[src/rtl/demux_param_reg.sv]
// Registered 1-to-N_OUT demultiplexer with valid/ready handshakes, one
// holding register per channel, and drop accounting for out-of-range selects.
module demux_param_reg #(
    parameter int WIDTH = 4,
    parameter int N_OUT = 4,
    localparam int SEL_W = $clog2(N_OUT)
) (
    input  logic                   clk,
    input  logic                   rst,
    input  logic                   in_valid,
    output logic                   in_ready,
    input  logic [WIDTH-1:0]       in_data,
    input  logic [SEL_W-1:0]       in_sel,
    output logic [N_OUT-1:0]       out_valid,
    input  logic [N_OUT-1:0]       out_ready,
    output logic [N_OUT*WIDTH-1:0] out_data,
    output logic                   sel_err,
    output logic [7:0]             drop_cnt
);

    typedef enum logic {
        EMPTY = 1'b0,
        FULL  = 1'b1
    } chan_state_e;

    chan_state_e      state_q [N_OUT];
    chan_state_e      state_d [N_OUT];
    logic [WIDTH-1:0] data_q  [N_OUT];
    logic [WIDTH-1:0] data_d  [N_OUT];
    logic             sel_err_q, sel_err_d;
    logic [7:0]       drop_cnt_q, drop_cnt_d;

    logic             sel_ok;
    logic             dest_busy;
    logic             in_xfer;
    logic [N_OUT-1:0] load;

    // Select decode is a compare loop so an out-of-range in_sel never indexes past N_OUT.
    always_comb begin
        sel_ok    = 1'b0;
        dest_busy = 1'b0;
        load      = '0;
        for (int unsigned k = 0; k < N_OUT; k++) begin
            if (in_sel == SEL_W'(k)) begin
                sel_ok    = 1'b1;
                dest_busy = (state_q[k] == FULL) & ~out_ready[k];
            end
        end
        in_ready = rst | ~sel_ok | ~dest_busy;
        in_xfer  = in_valid & in_ready;
        for (int unsigned k = 0; k < N_OUT; k++) begin
            load[k] = in_xfer & (in_sel == SEL_W'(k));
        end
    end

    always_ff @(posedge clk) begin
        if (rst) begin
            for (int unsigned k = 0; k < N_OUT; k++) begin
                state_q[k] <= EMPTY;
                data_q[k]  <= '0;
            end
            sel_err_q  <= 1'b0;
            drop_cnt_q <= '0;
        end else begin
            for (int unsigned k = 0; k < N_OUT; k++) begin
                state_q[k] <= state_d[k];
                data_q[k]  <= data_d[k];
            end
            sel_err_q  <= sel_err_d;
            drop_cnt_q <= drop_cnt_d;
        end
    end

    // A load wins over a drain on the same channel, giving bubble-free pass-through.
    always_comb begin
        for (int unsigned k = 0; k < N_OUT; k++) begin
            state_d[k] = state_q[k];
            data_d[k]  = data_q[k];
            if (load[k]) begin
                state_d[k] = FULL;
                data_d[k]  = in_data;
            end else if ((state_q[k] == FULL) && out_ready[k]) begin
                state_d[k] = EMPTY;
            end
        end
        sel_err_d  = in_xfer & ~sel_ok;
        drop_cnt_d = drop_cnt_q;
        if (sel_err_d && (drop_cnt_q != 8'hFF)) begin
            drop_cnt_d = drop_cnt_q + 8'd1;
        end
    end

    always_comb begin
        out_valid = '0;
        out_data  = '0;
        for (int unsigned k = 0; k < N_OUT; k++) begin
            out_valid[k]                = (state_q[k] == FULL);
            out_data[k*WIDTH +: WIDTH]  = data_q[k];
        end
        sel_err  = sel_err_q;
        drop_cnt = drop_cnt_q;
    end

endmodule

[config.mk]
export PLATFORM = sky130hd
export DESIGN_NAME = demux_param_reg
export DESIGN_NICKNAME = d
export VERILOG_FILES = /design/src/rtl/demux_param_reg.sv
export SDC_FILE = /design/constraint.sdc
export NUM_CORES = 1
export LEC_CHECK = 0
export ABC_AREA = 1
export BUFFER_PORTS_ARGS = -buffer_cell sky130_fd_sc_hd__buf_2
export CAP_MARGIN = 0
export CORE_UTILIZATION = 35
export DETAILED_ROUTE_END_ITERATION = 16
export SYNTH_ARGS = -nofsm -noshare
export SYNTH_HDL_FRONTEND = slang
export SYNTH_SLANG_ARGS = --single-unit
[constraint.sdc]
create_clock -name clk -period 4.4 [get_ports clk]
set_input_delay 1.32 -clock clk [delete_from_list [all_inputs] [get_ports clk]]
set_output_delay 1.32 -clock clk [all_outputs]
set_load 0.02 [all_outputs]
==> reports/qor.csv <==
metric;value;unit
vias per inst;4.16;
die area;0.00381;sq mm
number of antenna violations at the first check in global routing;0;
Clock Skew;0.00665;ns
share of cells above drive strength 1;0.278;
Syn Area/Cell;7.27;sq um
first-pass GRT wire length;3810;microns
number of buffer and inverter instances along the worst setup path;2;
hold depth;2;
TritonCTS clock tree;done;
Min-Delay Endpoint;drop_cnt[0];
WL final;2550;microns
Worst Setup Path Type;primary input to output port;
via count of the first global-routing pass;864;
share of the cycle needed by the critical path after routing;0.830;
clock-pin transition on the worst setup and hold timing paths;0.09;ns
dominant combinational cell family by area after synthesis;simple AND/OR/NAND/NOR gates;
ordered list of cells on the worst path;buf_2 > nor2_2 > nand2_1 > nand2_2 > nor2_4 > nand2_4 > buf_2;
sequential cell fraction of total power;0.547;
Critical Path Source Type;primary input;
die extent in x;61.8;microns
Unique masters post-synth;18;
drt initial violations;43;
Layout Cell Area excl Fill;0.00153;sq mm
combinational power share;0.148;
cells on worst reg2reg path;9;
area delta synth->final;22.5;%
Fill cells;356;
Final Hold Fails;0;
simple-gate area share of the yosys netlist;0.318;
number of buffers added on ports;42;
worst flop-to-flop path endpoint;data_q[2][3];
largest area contributor in the synthesized netlist;sky130_fd_sc_hd__dfxtp_1;
switching pwr;0.146;mW
clock sink total;29;
share of total power in the clock network;0.305;
cell with the most instances on the worst path;sky130_fd_sc_hd__buf_2;
RSZ-0062 raised after global routing;false;
Core Footprint;0.00339;sq mm
Post-Syn Nets;185;
routed wirelength normalized by instance count;9.72;microns
deepest level of the CTS H-tree;2;
total via count after detailed routing;1090;
latest clock arrival within the worst-skew pair;0.34;ns
GPL Wtd Cong;0.749;
post-CTS repair timing setup buffer count;0;
startpoint of the most critical register-to-register path;state_q[0][3];
count of mapped cells out of synthesis;172;
FP Rows;21;
flop and latch count out of synthesis;29;
leading cell types by total area after synthesis;sky130_fd_sc_hd__dfxtp_1 46%, sky130_fd_sc_hd__inv_1 13%, sky130_fd_sc_hd__nand2_1 9.3%;
total number of yosys warnings;0;
Ports;43;
placed cell area;0.00148;sq mm
fmax;0.274;GHz
Num CTS Buffers;5;
internal power;0.356;mW
total global routing track utilization;0.146;
setup tns final;0;ns
largest net degree at the start of global routing;20;
height of the die;61.8;microns
proportion of netlist area held by the largest area contributor;0.464;
peak ir drop on the vdd network;0.161;mV
area share of fa/ha/maj cells after synthesis;0;
final critical delay including setup and external delays;3.65;ns
total gr overflow;0;
Switching Share;0.291;
largest driver fanout on the critical path;16;
DR DRC count;0;
register area share after synthesis;0.464;
total power density per cell area;328;mW/mm^2
maximum root-to-sink buffer count;2;
overall power;0.502;mW
slack of the worst reg-to-reg path;3.19;ns
required time worst endpoint;3.08;ns
cell area after technology mapping;0.00125;sq mm
endpoint type of the worst setup path;output port;
Max-Cap Viols;0;
type of the tightest min-delay check;register to register;
post-cts resize count;0;
initial cell density of the core;0.369;
slowest stage cell, crit path;sky130_fd_sc_hd__nor2_2;
run status;finished, final reports clean;
1st-pass router iterations;4;
hold path startpoint;drop_cnt[0];
mux share of post-synthesis cell area;0;
share of the synthesized area in compound gates (AO/OA/AOI/OAI);0.0490;
Detail Placement HPWL;1770;microns
static leakage;0.822;nW
Slew Viols, Final;0;
post-layout net count;228;
largest delay contributor family on the critical path;simple AND/OR/NAND/NOR gates;
xor and xnor fraction of the mapped netlist area;0;
arrival time reported for the critical path endpoint;2.33;ns
number of antenna cells inserted;0;
count of final setup violators;0;
root buffer selected by CTS;sky130_fd_sc_hd__clkbuf_4;
Post-CTS Hold Fix Bufs;0;
longest individual stage delay on the worst path;0.26;ns
remaining antenna violation count;0;
## synth_stat cells
| master | count |
|---|---|
| sky130_fd_sc_hd__o211ai_2 | 1 |
| sky130_fd_sc_hd__inv_2 | 1 |
| sky130_fd_sc_hd__buf_8 | 1 |
| sky130_fd_sc_hd__a21oi_1 | 8 |
| sky130_fd_sc_hd__nand2_2 | 1 |
| sky130_fd_sc_hd__dfxtp_1 | 29 |
| sky130_fd_sc_hd__a21oi_2 | 1 |
| sky130_fd_sc_hd__nand2_1 | 31 |
| sky130_fd_sc_hd__clkbuf_1 | 2 |
| sky130_fd_sc_hd__nor2_2 | 2 |
| sky130_fd_sc_hd__nand4_1 | 12 |
| sky130_fd_sc_hd__nand3_4 | 3 |
| sky130_fd_sc_hd__nor2_1 | 30 |
| sky130_fd_sc_hd__nand2_4 | 1 |
| sky130_fd_sc_hd__inv_1 | 44 |
| sky130_fd_sc_hd__buf_2 | 3 |
| sky130_fd_sc_hd__conb_1 | 1 |
| sky130_fd_sc_hd__nor2_4 | 1 |
## layout make-up
class                           count  area (sq um)  share of cell area
Clock buffer                        6          41.3              0.0270
Inverter                           45           169               0.110
Timing Repair Buffer               42           210               0.137
Sequential cell                    29           581               0.379
Clock inverter                      2          10.0             0.00654
Multi-Input combinational cell     92           463               0.302
Tap cell                           46          57.6              0.0376
## flip-flops by register name, summed over array words and instances (netlist names)
signal and count:
data_q 16, state_q 4, sel_err 1, drop_cnt 8
## worst reg2reg max path, stage by stage, from the launching register on
cell and delay, ns:
sky130_fd_sc_hd__dfxtp_1 0.32, sky130_fd_sc_hd__nand2_1 0.12, sky130_fd_sc_hd__nand2_1 0.08, sky130_fd_sc_hd__nand2_2 0.08, sky130_fd_sc_hd__nor2_4 0.04, sky130_fd_sc_hd__nand2_4 0.18, sky130_fd_sc_hd__nand3_4 0.13, sky130_fd_sc_hd__nand2_1 0.08
sky130_fd_sc_hd__inv_1 0.04, sky130_fd_sc_hd__nor2_1 0.10
## cell usage in the layout (no fill, tap or decap)
cell,n
sky130_fd_sc_hd__buf_2,42
sky130_fd_sc_hd__conb_1,1
sky130_fd_sc_hd__inv_2,1
sky130_fd_sc_hd__nor2_4,1
sky130_fd_sc_hd__nor2_1,30
sky130_fd_sc_hd__dfxtp_1,29
sky130_fd_sc_hd__nor2_2,2
sky130_fd_sc_hd__a21oi_2,1
sky130_fd_sc_hd__a21oi_1,8
sky130_fd_sc_hd__o211ai_2,1
sky130_fd_sc_hd__nand3_4,3
sky130_fd_sc_hd__nand2_1,31
sky130_fd_sc_hd__clkbuf_4,5
sky130_fd_sc_hd__nand2_4,1
sky130_fd_sc_hd__clkinv_2,2
sky130_fd_sc_hd__nand2_2,1
sky130_fd_sc_hd__clkbuf_1,1
sky130_fd_sc_hd__nand4_1,12
sky130_fd_sc_hd__inv_1,44
## cells by family after synthesis
group	Yosys count
AND/OR/NAND/NOR	81
buffers and inverters	51
flip-flops	29
AO/OA/AOI/OAI	10
other	1
## per-layer routing
| layer | track usage | wire (microns) |
|---|---|---|
| met1 | 0.181 | 1260 |
| met2 | 0.192 | 1020 |
| met3 | 0.0994 | 237 |
| met4 | 0.0698 | 38 |
| met5 | 0 | 0 |
## how the worst max path moves through the flow
stage,startpoint,endpoint,slack (ns),cells after the start
3_3_place_gp,in_sel[1],in_ready,0.77,7
3_5_place_dp,in_sel[1],in_ready,0.77,7
2_1_floorplan,in_sel[1],in_ready,1.05,6
5_1_grt,in_sel[1],in_ready,0.67,7
6_report,in_sel[1],in_ready,0.75,7
4_1_cts,in_sel[1],in_ready,0.76,7
## per-stage QoR
step | hold slack (ns) | cells | utilization | setup slack, ns
after floorplan | 0.500 | 172 | - | 1.05
after global placement | 0.408 | 254 | 0.437 | 0.774
after detailed placement | 0.409 | 254 | 0.437 | 0.769
after CTS | 0.427 | 262 | 0.452 | 0.760
after global routing | 0.441 | 262 | 0.452 | 0.671
final | 0.423 | 262 | 0.452 | 0.746
## power by group through the flow
| stage | combinational (mW) | sequential [mW] | clock [mW] |
|---|---|---|---|
| floorplan | 0.0438 | 0.292 | 0 |
| global placement | 0.0738 | 0.281 | 0 |
| detailed placement | 0.0740 | 0.281 | 0 |
| CTS | 0.0744 | 0.275 | 0.159 |
| global route | 0.0835 | 0.276 | 0.173 |
| finish | 0.0741 | 0.275 | 0.153 |
Note: power is estimated with default switching activity, not from simulation.
